[src/rtl/iir_wb_master.sv]
// iir_wb_master: Wishbone classic initiator that loads IIR coefficients and streams samples through the filter.
// Define IIR_MASTER_READBACK_EN to read back every coefficient and flag mismatches on err_o[1].
module iir_wb_master #(
    parameter int DATA_WIDTH = 32,
    parameter int ADDR_WIDTH = 7,
    parameter int NUM_COEFFS = 15,
    parameter logic [ADDR_WIDTH-1:0] X_ADDR = 7'h3C,
    parameter logic [ADDR_WIDTH-1:0] Y_ADDR = 7'h40,
    parameter int SETTLE_CYCLES = 2,
    parameter int TIMEOUT_CYCLES = 255
) (
    input  logic                  wb_clk_i,
    input  logic                  wb_rst_i,
    output logic [ADDR_WIDTH-1:0] wb_adr_o,
    output logic [DATA_WIDTH-1:0] wb_dat_o,
    input  logic [DATA_WIDTH-1:0] wb_dat_i,
    output logic                  wb_we_o,
    output logic                  wb_stb_o,
    output logic                  wb_cyc_o,
    input  logic                  wb_ack_i,
    input  logic                  cfg_load_i,
    output logic [3:0]            cfg_idx_o,
    input  logic [DATA_WIDTH-1:0] cfg_data_i,
    output logic                  cfg_busy_o,
    output logic                  cfg_done_o,
    input  logic                  s_valid_i,
    output logic                  s_ready_o,
    input  logic [DATA_WIDTH-1:0] s_data_i,
    output logic                  m_valid_o,
    input  logic                  m_ready_i,
    output logic [DATA_WIDTH-1:0] m_data_o,
    output logic [1:0]            err_o
);
    typedef enum logic [3:0] {IDLE, CFG_WR, CFG_GAP, CFG_RGAP, CFG_RD, SAMP_WR, SETTLE, SAMP_RD, OUT_HOLD} state_t;
    localparam int SW = SETTLE_CYCLES > 1 ? $clog2(SETTLE_CYCLES) : 1;
    localparam int TW = $clog2(TIMEOUT_CYCLES + 1);
    localparam logic [ADDR_WIDTH-1:0] LAST_ADR = ADDR_WIDTH'(4 * (NUM_COEFFS - 1));
    state_t state, state_n;
    logic [SW-1:0] settle_cnt, settle_n;
    logic [TW-1:0] tmo_cnt, tmo_n;
    logic [ADDR_WIDTH-1:0] adr_n, cfg_adr;
    logic [DATA_WIDTH-1:0] dat_n, m_data_n;
    logic [3:0] idx_n, idx_inc;
    logic [1:0] err_n;
    logic we_n, stb_n, busy_n, done_n, s_ready_n, m_valid_n, timeout;
    assign cfg_adr = ADDR_WIDTH'({cfg_idx_o, 2'b00});
    // The index advances as soon as a coefficient finishes so cfg_data_i is valid during the gap
    assign idx_inc = (wb_adr_o == LAST_ADR) ? cfg_idx_o : cfg_idx_o + 4'd1;
    assign timeout = wb_stb_o && !wb_ack_i && tmo_cnt == TW'(TIMEOUT_CYCLES - 1);
    always_comb begin
        state_n = state;
        settle_n = settle_cnt;
        tmo_n = wb_stb_o ? tmo_cnt + TW'(1) : tmo_cnt;
        adr_n = wb_adr_o;
        dat_n = wb_dat_o;
        we_n = wb_we_o;
        stb_n = wb_stb_o;
        idx_n = cfg_idx_o;
        busy_n = cfg_busy_o;
        done_n = 1'b0;
        s_ready_n = s_ready_o;
        m_valid_n = m_valid_o;
        m_data_n = m_data_o;
        err_n = err_o;
        case (state)
            IDLE: begin
                if (cfg_load_i) begin
                    state_n = CFG_WR;
                    busy_n = 1'b1;
                    s_ready_n = 1'b0;
                    stb_n = 1'b1;
                    we_n = 1'b1;
                    adr_n = cfg_adr;
                    dat_n = cfg_data_i;
                    tmo_n = '0;
                end else if (s_valid_i && s_ready_o) begin
                    state_n = SAMP_WR;
                    s_ready_n = 1'b0;
                    stb_n = 1'b1;
                    we_n = 1'b1;
                    adr_n = X_ADDR;
                    dat_n = s_data_i;
                    tmo_n = '0;
                end
            end
            CFG_WR: begin
                if (wb_ack_i) begin
                    stb_n = 1'b0;
`ifdef IIR_MASTER_READBACK_EN
                    state_n = CFG_RGAP;
`else
                    state_n = CFG_GAP;
                    idx_n = idx_inc;
`endif
                end
            end
`ifdef IIR_MASTER_READBACK_EN
            CFG_RGAP: begin
                state_n = CFG_RD;
                stb_n = 1'b1;
                we_n = 1'b0;
                tmo_n = '0;
            end
            CFG_RD: begin
                if (wb_ack_i) begin
                    stb_n = 1'b0;
                    state_n = CFG_GAP;
                    idx_n = idx_inc;
                    err_n[1] = err_o[1] | (wb_dat_i != wb_dat_o);
                end
            end
`endif
            CFG_GAP: begin
                if (wb_adr_o == LAST_ADR) begin
                    state_n = IDLE;
                    done_n = 1'b1;
                    busy_n = 1'b0;
                    idx_n = '0;
                    s_ready_n = 1'b1;
                end else begin
                    state_n = CFG_WR;
                    stb_n = 1'b1;
                    we_n = 1'b1;
                    adr_n = cfg_adr;
                    dat_n = cfg_data_i;
                    tmo_n = '0;
                end
            end
            SAMP_WR: begin
                if (wb_ack_i) begin
                    stb_n = 1'b0;
                    state_n = SETTLE;
                    settle_n = '0;
                end
            end
            SETTLE: begin
                if (settle_cnt == SW'(SETTLE_CYCLES - 1)) begin
                    state_n = SAMP_RD;
                    stb_n = 1'b1;
                    we_n = 1'b0;
                    adr_n = Y_ADDR;
                    tmo_n = '0;
                end else begin
                    settle_n = settle_cnt + SW'(1);
                end
            end
            SAMP_RD: begin
                if (wb_ack_i) begin
                    stb_n = 1'b0;
                    state_n = OUT_HOLD;
                    m_data_n = wb_dat_i;
                    m_valid_n = 1'b1;
                end
            end
            OUT_HOLD: begin
                if (m_ready_i) begin
                    m_valid_n = 1'b0;
                    s_ready_n = 1'b1;
                    state_n = IDLE;
                end
            end
            default: state_n = IDLE;
        endcase
        // A stalled slave abandons whatever was in flight, sample or coefficient load
        if (timeout) begin
            state_n = IDLE;
            stb_n = 1'b0;
            err_n[0] = 1'b1;
            busy_n = 1'b0;
            idx_n = '0;
            done_n = 1'b0;
            s_ready_n = 1'b1;
        end
`ifndef IIR_MASTER_READBACK_EN
        err_n[1] = 1'b0;
`endif
    end
    always_ff @(posedge wb_clk_i) begin
        if (wb_rst_i) begin
            state <= IDLE;
            settle_cnt <= '0;
            tmo_cnt <= '0;
            wb_adr_o <= '0;
            wb_dat_o <= '0;
            wb_we_o <= 1'b0;
            wb_stb_o <= 1'b0;
            wb_cyc_o <= 1'b0;
            cfg_idx_o <= '0;
            cfg_busy_o <= 1'b0;
            cfg_done_o <= 1'b0;
            s_ready_o <= 1'b0;
            m_valid_o <= 1'b0;
            m_data_o <= '0;
            err_o <= '0;
        end else begin
            state <= state_n;
            settle_cnt <= settle_n;
            tmo_cnt <= tmo_n;
            wb_adr_o <= adr_n;
            wb_dat_o <= dat_n;
            wb_we_o <= we_n;
            wb_stb_o <= stb_n;
            wb_cyc_o <= stb_n;
            cfg_idx_o <= idx_n;
            cfg_busy_o <= busy_n;
            cfg_done_o <= done_n;
            s_ready_o <= state_n == IDLE ? 1'b1 : s_ready_n;
            m_valid_o <= m_valid_n;
            m_data_o <= m_data_n;
            err_o <= err_n;
        end
    end
endmodule

[config.mk]
export PLATFORM = sky130hd
export DESIGN_NAME = iir_wb_master
export DESIGN_NICKNAME = d
export VERILOG_FILES = /design/src/rtl/iir_wb_master.sv
export SDC_FILE = /design/constraint.sdc
export NUM_CORES = 1
export LEC_CHECK = 0
export ABC_AREA = 1
export BUFFER_PORTS_ARGS = -buffer_cell sky130_fd_sc_hd__buf_4
export CAP_MARGIN = 20
export CORE_AREA = 2 2 96 98
export CTS_CLUSTER_SIZE = 16
export DETAILED_ROUTE_END_ITERATION = 10
export DIE_AREA = 0 0 98 100
export GPL_ROUTABILITY_DRIVEN = 1
export PLACE_DENSITY = 0.8
export REMOVE_ABC_BUFFERS = 1
export SKIP_CTS_REPAIR_TIMING = 1
export SLEW_MARGIN = 15
export SYNTH_ARGS = -nofsm -noshare
export SYNTH_HDL_FRONTEND = slang
export SYNTH_SLANG_ARGS = --single-unit
[constraint.sdc]
create_clock -name wb_clk_i -period 1.7 [get_ports wb_clk_i]
set_input_delay 0.17 -clock wb_clk_i [delete_from_list [all_inputs] [get_ports wb_clk_i]]
set_output_delay 0.17 -clock wb_clk_i [all_outputs]
set_load 0.03 [all_outputs]
# After elaboration in Yosys (flattened, before gate mapping)
# Index checks and enable logic that the tools add are counted.
# W data, S select, Z words.
dict set report word_totals {
  register_bits 96
  latch_bits 0
  ram_bits 0
  romBits 0
  in_bits 102
  output_inout_bits 84
  mem_count 0
}
dict set report classes {
  add_sub_neg 3
  mul 0
  div_mod_pow 0
  n_lt_le_gt_ge 0
  n_eq_ne 22
  shift 0
  muxes 53
  n_bitwise 1
  reduce_logical 25
}
# op count
set ops {}
lappend ops {{$mux W32} 3}
lappend ops {{$pmux W32 S2} 1}
lappend ops {{$mux W4} 11}
lappend ops {{$mux W8} 5}
lappend ops {{$mux W7} 4}
lappend ops {{$pmux W4 S7} 1}
lappend ops {{$pmux W8 S3} 1}
lappend ops {{$pmux W7 S3} 1}
lappend ops {{$mux W1} 19}
lappend ops {{$ne A2 B2 Y1 const B} 9}
lappend ops {{$eq A4 B3 Y1 const B} 3}
lappend ops {{$reduce_and A4 Y1} 3}
lappend ops {{$reduce_and A3 Y1} 3}
lappend ops {{$add A8 B1 Y8 const B} 1}
lappend ops {{$eq A8 B8 Y1 const B} 1}
lappend ops {{$logic_not A4 Y1} 2}
lappend ops {{$ne A4 B4 Y1 const B} 2}
lappend ops {{$pmux W4 S2} 1}
lappend ops {{$reduce_bool A2 Y1} 4}
lappend ops {{$eq A7 B6 Y1 const B} 1}
lappend ops {{$pmux W1 S2} 3}
lappend ops {{$pmux W1 S3} 2}
lappend ops {{$reduce_or A3 Y1} 2}
lappend ops {{$ne A5 B5 Y1 const B} 1}
lappend ops {{other kinds (17)} 20}

# Depth between registers and ports, before layout
dict set report logic_depth {
  depth_word 8
  depth_mapped 10
  depth_no_buf 10
}

# Worst setup path after synthesis
# Ideal clock, no wire load.
dict set report synth_path {
  kind {register -> register}
  from {reg wb_adr_o[4]}
  to {reg wb_dat_o[0]}
  t_arrival_ns 1.456
  required_time_ns 1.575
  path_slack_ns 0.119
  stages_incl_launch_ff 10
  n_path_buf 2
  period_less_slack_ns 1.581
  cell_sequence {dfxtp_1 nand3_1 nor2_1 nor2_4 inv_2 nand2_2 buf_6 buf_6 o21ai_1 a31oi_1}
}
dict set report synth_between {
  elab_chain_len 3
}
# element line_no
set synth_lines {}
lappend synth_lines {{from (decl)} 14} ;# output logic [ADDR_WIDTH-1:0] wb_adr_o,
lappend synth_lines {{from (signal assigned)} 199} ;# wb_adr_o <= adr_n;
lappend synth_lines {{$eq A7 B6 Y1} 114} ;# if (wb_adr_o == LAST_ADR) begin
lappend synth_lines {{$ne A2 B2 Y1 (no source line)} n/a}
lappend synth_lines {{$reduce_and A3 Y1 (no source line)} n/a}
lappend synth_lines {{to (signal assigned)} 200} ;# wb_dat_o <= dat_n;
lappend synth_lines {{to (decl)} 15} ;# output logic [DATA_WIDTH-1:0] wb_dat_o,
# No other way between the ends.
# A chain may end at the register's enable or synchronous reset.

# Worst setup path in the final report
dict set report layout_path {
  from {reg tmo_cnt[0]}
  to {reg cfg_done_o}
}
dict set report layout_between {
  elab_chain_len 3
}
# element line_no
set layout_lines {}
lappend layout_lines {{from (decl)} 40} ;# logic [TW-1:0] tmo_cnt, tmo_n;
lappend layout_lines {{from (signal assigned)} 198} ;# tmo_cnt <= tmo_n;
lappend layout_lines {{$eq A8 B8 Y1} 49} ;# assign timeout = wb_stb_o && !wb_ack_i && tmo_cnt == TW'(TIMEOUT_CYCLES - 1);
lappend layout_lines {{$logic_and A1 B1 Y1} 49}
lappend layout_lines {{$reduce_or A3 Y1 (no source line)} n/a}
lappend layout_lines {{to (signal assigned)} 206} ;# cfg_done_o <= done_n;
lappend layout_lines {{to (decl)} 25} ;# output logic cfg_done_o,
# No other way between the ends.

==> flow_metrics.tcl <==
set metrics [dict create \
    status "finished clean" \
    power.leakage_uw 0.00254 \
    cts_made_buffers 9 \
    grt_max_degree 66 \
    drc 0 \
    io_pins 186 \
    cts_htree_levels 3 \
    grt_pass1_vias 4014 \
    peakVddDrop_uv 525 \
    setup_violations 0 \
    startpoint "tmo_cnt[0]$_SDFF_PP0_" \
    worst_setup_path_end_kind "flop" \
    avgSynthCellArea_um2 7.43 \
    cpPeakStageDelay_ps 360 \
    clock-sinks 93 \
    cp_max_fo 6 \
    cts.clk_slew.worst_paths_ps 90 \
    diodes 0 \
    cp.required_ps 1940 \
    die_y_um 100 \
    grt_pass1_wl_um 18000 \
    vias 4170 \
    hpwlAfterDp_um 8250 \
    hp-class "input port to flop" \
    ant_nets 0 \
    finalWorstSetupSlack_ps 97.0 \
    die_w_um 98 \
    drt_iter0_drc 181 \
    grt_overflow 0 \
    antenna_found_initial 0 \
    root_buffer "clkbuf_8" \
    cp_slowest_cell "dfxtp_1" \
    hold_slack_ps 59.5 \
    timing.fmax_mhz 624 \
    fin_skew_ps 10.6 \
    timing.critical_path.cells "inv_1 > ha_1 > nand2_1 > nor2_1 > inv_1 > nand2_1 > buf_4 > nor4_1" \
    cap_viol_max_count 0 \
    initial_core_util_pct 43.9 \
    post-synth-top-area-cell "dfxtp_1" \
    powerDensity_nw_per_um2 985 \
    first_pass_iters 6 \
    cp_top_family "simple AND/OR/NAND/NOR gates" \
    synth_cells 526 \
    yosys-top-cells-area "dfxtp_1, nand2_1, nor2_1" \
    finalHoldViolCount 0 \
    portBuffers 182 \
    min_period_over_period_pct 94.3 \
    coreArea_um2 8890 \
    synth.distinct_cells 34 \
    syn_area_um2 3910 \
    syn2layout_area_growth_pct 43.6 \
    setup.worst_path.start_class "flop" \
    wl_um 11300 \
    std_cell_rows 35 \
    synth_top_area_share_pct 47.7 \
    ctsLongestPathBuffers 2 \
    crit_buf_inv 3 \
    vias_per_cell 5.09 \
    die_area_um2 9800 \
    slew_violations 0 \
    fillers 776 \
    grt_usage_pct 22.1 \
    ys_seq_elements 93 \
    grt_setup_unrepaired "false" \
    crit_arrival_ps 1840 \
    tightest_slew_ps 563 \
    reg2reg_from "tmo_cnt[0]$_SDFF_PP0_" \
    nets 808 \
    place_ws_ps 9.08 \
    place.gp.congestion 0.968 \
    yosys_warnings 0 \
    seq_area_frac_synth_pct 47.7 \
    clock_latency_ps 360 \
    min_period_ps 1600 \
    crit_type "flop to flop" \
    drive_above_1_share_pct 33.3 \
    wire_per_inst_um 13.8 \
    maxSlewHeadroom_pct 62.4 \
    cts_tree "yes" \
    hp-start "wb_dat_i[16]" \
]
worst paths after layout:
| kind | end | cells after the start | slack (ps) |
|---|---|---|---|
| worst max-delay path | cfg_done_o$_SDFF_PP0_ | 8 | 100 |
| worst min-delay path | m_data_o[16]$_SDFFE_PP0P_ | 3 | 60 |
| worst max register to register | cfg_done_o$_SDFF_PP0_ | 8 | 100 |
| worst min register to register | settle_cnt$_SDFFE_PP0P_ | 2 | 480 |
sequential cells by signal, indices dropped and copies added (netlist names):
register    cells
s_ready_o       1
m_valid_o       1
tmo_cnt         8
wb_dat_o       32
wb_cyc_o        1
wb_we_o         1
m_data_o       32
settle_cnt      1
cfg_busy_o      1
cfg_idx_o       4
err_o           1
wb_adr_o        5
cfg_done_o      1
state           4
cells in the final DEF (no fill, tap or decap), drive strengths merged:
cell type    instances
dlygate4sd3          1
conb                 3
nand4                1
xnor2                2
o21ai               81
bufinv               1
nor2               106
a21oi               11
clkinv               1
buf                193
o22ai                1
ha                   3
dfxtp               93
o21bai               1
o21a                 2
nand2              114
a31oi               32
or2                  1
clkbuf              12
nor3                 2
a211oi               2
nor4                 1
nor3b                1
clkinvlp             2
nand3               14
inv                 26
xor2                 1
cells in the mapped netlist (all sizes together):
master / instances
nand2: 114
o21ai: 81
a21oi: 11
o21bai: 1
a31oi: 32
o22ai: 1
nor2: 106
nand4: 1
nor4: 1
a211oi: 2
clkbuf: 12
conb: 1
dfxtp: 93
inv: 23
nor3b: 1
or2: 1
nand3: 14
clkinv: 2
nor3: 2
xor2: 1
ha: 3
xnor2: 2
o21a: 2
buf: 19
per-stage QoR:
stage          utilization (%)  total power, uW  setup TNS [ps]  instance area [um^2]  std cells
2_1_floorplan                -             3360           -8320                  3740        497
3_3_place_gp              60.3             4010               0                  5360        801
3_5_place_dp              60.3             4040               0                  5360        801
4_1_cts                   62.5             5520               0                  5560        817
5_1_grt                   63.1             5770               0                  5610        819
6_report                  63.1             5530               0                  5610        819
kinds of logic (layout without fill, tap and decap cells):
logic type / Yosys count / in the layout / share of synthesized area, %
buf+inv: 56 / 236 / 6.76
flops: 93 / 93 / 47.7
other cells: 1 / 3 / 0.0960
xor+xnor: 3 / 3 / 0.673
compound gates: 130 / 130 / 18.4
simple gates: 240 / 240 / 25.4
fa+ha+maj: 3 / 3 / 0.961
routing by layer:
| layer | wire length, um | part of all wire (%) | vias to the layer above | global-route usage (%) |
|---|---|---|---|---|
| li1 | - | - | 2082 | - |
| met2 | 5620 | 50 | 180 | 39.3 |
| met5 | 0 | 0 | - | 0 |
| met1 | 4480 | 40 | 1876 | 25.2 |
| met4 | 293 | 2.6 | 0 | 9.51 |
| met3 | 900 | 8.0 | 32 | 5.50 |
power by group:
group          total [uW]  internal, uW  switching (uW)
Sequential           2490          2360             125
Combinational        1550           629             923
Clock                1490           724             766
Total                5530          3710            1810
worst register-to-register path, stage by stage, from the launching register on:
cell     delay (ps)
dfxtp_1         360
inv_1            70
ha_1            190
nand2_1          70
nor2_1           60
inv_1           170
nand2_1         130
buf_4           170
nor4_1          270
cell type report:
cell class	instances	area (um^2)	area share, %
inverters	25	96.3	1.72
well taps	111	139	2.48
flip-flops and latches	93	1870	33.3
clock inverters	5	58.8	1.05
repair buffers	195	1510	27.0
multi-input cells	379	1790	32.0
clock buffers	11	141	2.52
(Power assumes the default switching activity.)
